## src/rtl/fifo_reader.sv

```systemverilog
// rtl/fifo_reader.sv - FIFO read-side controller with 2-entry skid buffer and packet framing
module fifo_reader #(
  parameter int DW      = 8,
  parameter int PKT_LEN = 4,
  parameter int CW      = 16
) (
  input  logic          clk,
  input  logic          rst,
  input  logic          en,
  output logic          fifo_rd,
  input  logic          fifo_empty,
  input  logic          fifo_wr_acc,
  input  logic [DW-1:0] fifo_dout,
  output logic          m_valid,
  input  logic          m_ready,
  output logic [DW-1:0] m_data,
  output logic          m_last,
  output logic [CW-1:0] rd_count
);

  localparam logic [7:0] LAST_IDX = 8'(PKT_LEN - 1);

  logic [1:0]    occ;
  logic          inflight;
  logic [DW-1:0] e0;
  logic [DW-1:0] e1;
  logic [7:0]    pkt_cnt;

  logic          pop;
  logic [1:0]    occ_after_pop;
  logic [1:0]    credit_used;

  // Credits count both held bytes and the byte still coming back from the FIFO;
  // a same-cycle pop frees a slot early so streaming sustains one byte per cycle.
  assign pop           = m_valid && m_ready;
  assign occ_after_pop = occ - {1'b0, pop};
  assign credit_used   = occ_after_pop + {1'b0, inflight};
  // Gated by reset so no read escapes while the controller is held in reset.
  assign fifo_rd       = rst && en && !fifo_empty && (credit_used < 2'd2);

  assign m_valid = (occ != 2'd0);
  assign m_data  = e0;
  assign m_last  = m_valid && (pkt_cnt == LAST_IDX);

  // Occupancy and in-flight tracking; a read the FIFO ignored (write priority) is simply retried.
  always_ff @(posedge clk or negedge rst) begin
    if (!rst) begin
      occ      <= 2'd0;
      inflight <= 1'b0;
    end else begin
      occ      <= credit_used;
      inflight <= fifo_rd && !fifo_wr_acc;
    end
  end

  // Skid buffer data: shift on pop, then land the returning byte in the first free slot.
  always_ff @(posedge clk or negedge rst) begin
    if (!rst) begin
      e0 <= '0;
      e1 <= '0;
    end else begin
      if (pop) begin
        e0 <= e1;
      end
      if (inflight) begin
        if (occ_after_pop == 2'd0) begin
          e0 <= fifo_dout;
        end else begin
          e1 <= fifo_dout;
        end
      end
    end
  end

  // Packet position and delivered-byte counter advance only on accepted output bytes.
  always_ff @(posedge clk or negedge rst) begin
    if (!rst) begin
      pkt_cnt  <= 8'd0;
      rd_count <= '0;
    end else if (pop) begin
      pkt_cnt  <= (pkt_cnt == LAST_IDX) ? 8'd0 : pkt_cnt + 8'd1;
      rd_count <= rd_count + 1'b1;
    end
  end

endmodule

```

## config.mk

```make
export PLATFORM = sky130hd
export DESIGN_NAME = fifo_reader
export DESIGN_NICKNAME = d
export VERILOG_FILES = /design/src/rtl/fifo_reader.sv
export SDC_FILE = /design/constraint.sdc
export NUM_CORES = 1
export LEC_CHECK = 0
export CAP_MARGIN = 25
export CORE_MARGIN = 4
export CORE_UTILIZATION = 30
export CTS_CLUSTER_SIZE = 14
export DETAILED_ROUTE_END_ITERATION = 12
export SLEW_MARGIN = 10
export SYNTH_ARGS = -nofsm -noshare
export SYNTH_HDL_FRONTEND = slang
export SYNTH_SLANG_ARGS = --single-unit
```

## constraint.sdc

```tcl
create_clock -name clk -period 2 [get_ports clk]
set_clock_uncertainty 0.1 [all_clocks]
set_input_delay 0.5 -clock clk [delete_from_list [all_inputs] [get_ports clk]]
set_output_delay 0.5 -clock clk [all_outputs]
set_load 0.005 [all_outputs]
```

==> results of run 1 <==
==> metal layers <==
metal	wire length, µm	track usage	part of all wire
met5	0	0	0
met4	0	0.0251	0
met3	257	0.0464	0.066
met2	1820	0.174	0.46
met1	1840	0.142	0.47
==> state kept, by name (all words and copies together), names as in the netlist <==
signal and flops:
occ 2, pkt_cnt 8, m_data 8, inflight 1, rd_count 16, e1 8
==> cell usage in the layout, fill, tap and decap left out, drive strengths merged, types with 3 or more instances in the layout <==
master	synthesis	layout
dfrtp	43	43
clkdlybuf4s50	0	35
buf	2	34
nand2	27	27
xnor2	16	16
o21ai	13	13
mux2i	8	8
mux2	8	8
clkbuf	1	7
nor2	6	6
nand3	6	6
nand4	6	6
xor2	5	5
nor4	3	3
nor3	3	3
ha	3	3
==> through the flow <==
stage | std cells | hold WS (ps) | total power [mW]
6_report | 314 | 225 | 2.38
3_5_place_dp | 303 | 364 | 1.59
2_1_floorplan | 163 | 104 | 1.26
5_1_grt | 314 | 281 | 2.52
4_1_cts | 312 | 257 | 2.40
3_3_place_gp | 303 | 361 | 1.58
==> worst max-delay path by stage <==
stage / cells after the start / start / endpoint
2_1_floorplan: 5 / m_ready / fifo_rd
3_3_place_gp: 7 / m_ready / fifo_rd
3_5_place_dp: 7 / m_ready / fifo_rd
4_1_cts: 6 / occ[0] / fifo_rd
5_1_grt: 6 / occ[0] / fifo_rd
6_report: 6 / occ[0] / fifo_rd
==> synthesized netlist by cell type <==
library cell	n	area [µm²]
o21ai_0	11	55.1
o211ai_1	1	7.51
or2_2	1	6.26
nor2_1	6	22.5
o21a_1	1	7.51
o21ai_2	1	8.76
nor4_2	2	25.0
nand2_1	27	101
mux2i_1	8	80.1
and3_1	2	12.5
o2111ai_1	1	8.76
nor2b_1	1	6.26
nand4_1	6	37.5
o21ai_1	1	5.00
nand3b_1	1	7.51
inv_1	1	3.75
dfrtp_1	43	1080
nor4b_1	1	8.76
mux2_2	8	90.1
nand3_1	6	30.0
nor3b_2	1	12.5
nor3_1	3	15.0
nand2b_1	1	6.26
xnor2_1	16	140
buf_4	2	15.0
nor4_1	1	6.26
xor2_1	5	43.8
clkbuf_1	1	3.75
ha_1	3	37.5
nor3b_1	1	7.51
==> cells by family (layout without fill, tap and decap cells) <==
kind of cell / count (synthesis) / in the layout / share of synthesized area
simple gates: 60 / 60 / 0.162
fa+ha+maj: 3 / 3 / 0.0199
compound gates: 16 / 16 / 0.0490
xor+xnor: 21 / 21 / 0.0974
mux: 16 / 16 / 0.0901
buf+inv: 4 / 80 / 0.0119
flops: 43 / 43 / 0.570
==> power groups by stage <==
| stage | logic [mW] | registers (mW) | clock network, mW |
|---|---|---|---|
| final | 0.496 | 1.10 | 0.787 |
| after CTS | 0.493 | 1.10 | 0.810 |
| after global placement | 0.477 | 1.10 | 0 |
| after floorplan | 0.160 | 1.10 | 0 |
| after detailed placement | 0.484 | 1.11 | 0 |
| after global routing | 0.551 | 1.12 | 0.856 |
==> area by class of cell <==
class | count | area [µm²]
clock inverters | 2 | 60.1
repair buffers | 71 | 646
fillers | 581 | 3220
clock buffers | 6 | 72.6
inverters | 1 | 3.75
well taps | 75 | 93.8
flip-flops and latches | 43 | 1080
multi-input cells | 116 | 858
==> critical path: cells and delay by family (launching register included) <==
family,cells,cell delay (ps)
buf+inv,1,140
fa+ha+maj,1,160
flops,1,410
simple gates,3,400
xor+xnor,1,140
==> repair_timing <==
action,in CTS,in global routing
setup buffers,1,2
pin swaps,6,2
endpoints found under the setup margin,3,3
hold buffers,0,0
gates resized for setup,23,6
==> impl_metrics.env, run 1 <==
export IMPL_outcome="finished, violations left"
export IMPL_failed_checks="negative setup slack"
export IMPL_final_min_clock_period_ps=2130
export IMPL_gp_congestion=0.760
export IMPL_coreArea_um2=6030
export IMPL_worstPathMaxFanout=3
export IMPL_cp_start_kind="flip-flop"
export IMPL_ys_ff_latch=43
export IMPL_initial_core_util=0.313
export IMPL_reg2reg_depth=7
export IMPL_syn_area_um2=1890
export IMPL_hold_violations=0
export IMPL_htreeDepth=2
export IMPL_critical_path_cell_chain="nor2b_4 -> nand2b_4 -> ha_4 -> xnor2_2 -> nor3_2 -> buf_2"
export IMPL_worst_setup_path_type="reg2out"
export IMPL_synth_cells=163
export IMPL_p_int_mw=1.80
export IMPL_grt_pass1_vias=1434
export IMPL_ys_types=30
export IMPL_antenna_found_initial=0
export IMPL_slowest_delay_ps=410
export IMPL_r2r_start="occ[1]"
export IMPL_slew_headroom=0.642
export IMPL_cts_buffer_depth=2
export IMPL_holdCritPathClass="in2async"
export IMPL_fp_row_count=28
export IMPL_setup_ws_ps=-133
export IMPL_ir_worst_vdd_mv=0.431
export IMPL_area_growth_pct=48.8
export IMPL_final_max_slew_viol_count=0
export IMPL_vias=1420
export IMPL_floorplan_die_area_um2=7630
export IMPL_insertion_delay_ps=290
export IMPL_cts_sinks=43
export IMPL_overflow=0
export IMPL_drt_initial_drc_count=50
export IMPL_timing_worst_slew_pin_value_ps=537
export IMPL_drc=0
export IMPL_ios=41
export IMPL_die_w_um=87.3
export IMPL_wl_per_cell_um=12.5
export IMPL_syn_area_per_cell_um2=11.6
export IMPL_p_leak_nw=1.32
export IMPL_buffer_ports_inserted=40
export IMPL_cts_tree="done"
export IMPL_power_density_nw_per_um2=846
export IMPL_slowest_stage="dfrtp_1"
export IMPL_worst_r2r_endpoint="rd_count[15]"
export IMPL_grt_use_total=0.111
export IMPL_yosysSeqAreaShare=0.570
export IMPL_placed_area_um2=2590
export IMPL_post_route_util=0.466
export IMPL_clkPwrFrac=0.331
export IMPL_pre_cts_ws_ps=-889
export IMPL_clock_fmax_mhz=469
export IMPL_diodes=0
export IMPL_post_route_cells_drive_above_1_share=0.268
export IMPL_path_clk_slew_ps=80
export IMPL_cp_data_arrival_time_ps=1530
export IMPL_power_frac_comb=0.209
export IMPL_syn_num_nets=180
export IMPL_worstPathRequired_ps=1400
export IMPL_rrSetupSlack_ps=310
export IMPL_routed_wl_mm=3.92
export IMPL_cts_buffers=5
export IMPL_finalSetupViolCount=2
export IMPL_grt_start_max_net_pins=44
export IMPL_cap_violations=0
export IMPL_p_sw_frac=0.243
export IMPL_endpoint_kind="output port"
export IMPL_finalSetupTns_ps=-210
export IMPL_final_nets=255
export IMPL_min_period_over_period=1.07
export IMPL_yosys_warnings=0
export IMPL_die_h_um=87.3
export IMPL_firstDrtPassIters=4
export IMPL_vias_per_cell=4.52
export IMPL_seqPwrFrac=0.461
export IMPL_stdcell_area_um2=2810
export IMPL_p_sw_mw=0.578
export IMPL_root_buffer="clkbuf_8"
export IMPL_rsz0062_at_grt="yes"
export IMPL_drtAntennaViolNets=0
export IMPL_place_hpwl_mm=2.79
export IMPL_grt_pass1_wl_mm=6.58
Power figures use the tool's default switching activity.
==> run 2: changes to the inputs <==
GPL_ROUTABILITY_DRIVEN = 0   (was default)
==> results of run 2 <==
Same layout as run 1: the final DEF is identical, and so are final timing and power.
==> run 3: changes to the inputs <==
HOLD_SLACK_MARGIN = 0.1   (was default)
==> results of run 3 <==
Same layout as run 1: the final DEF is identical, and so are final timing and power.
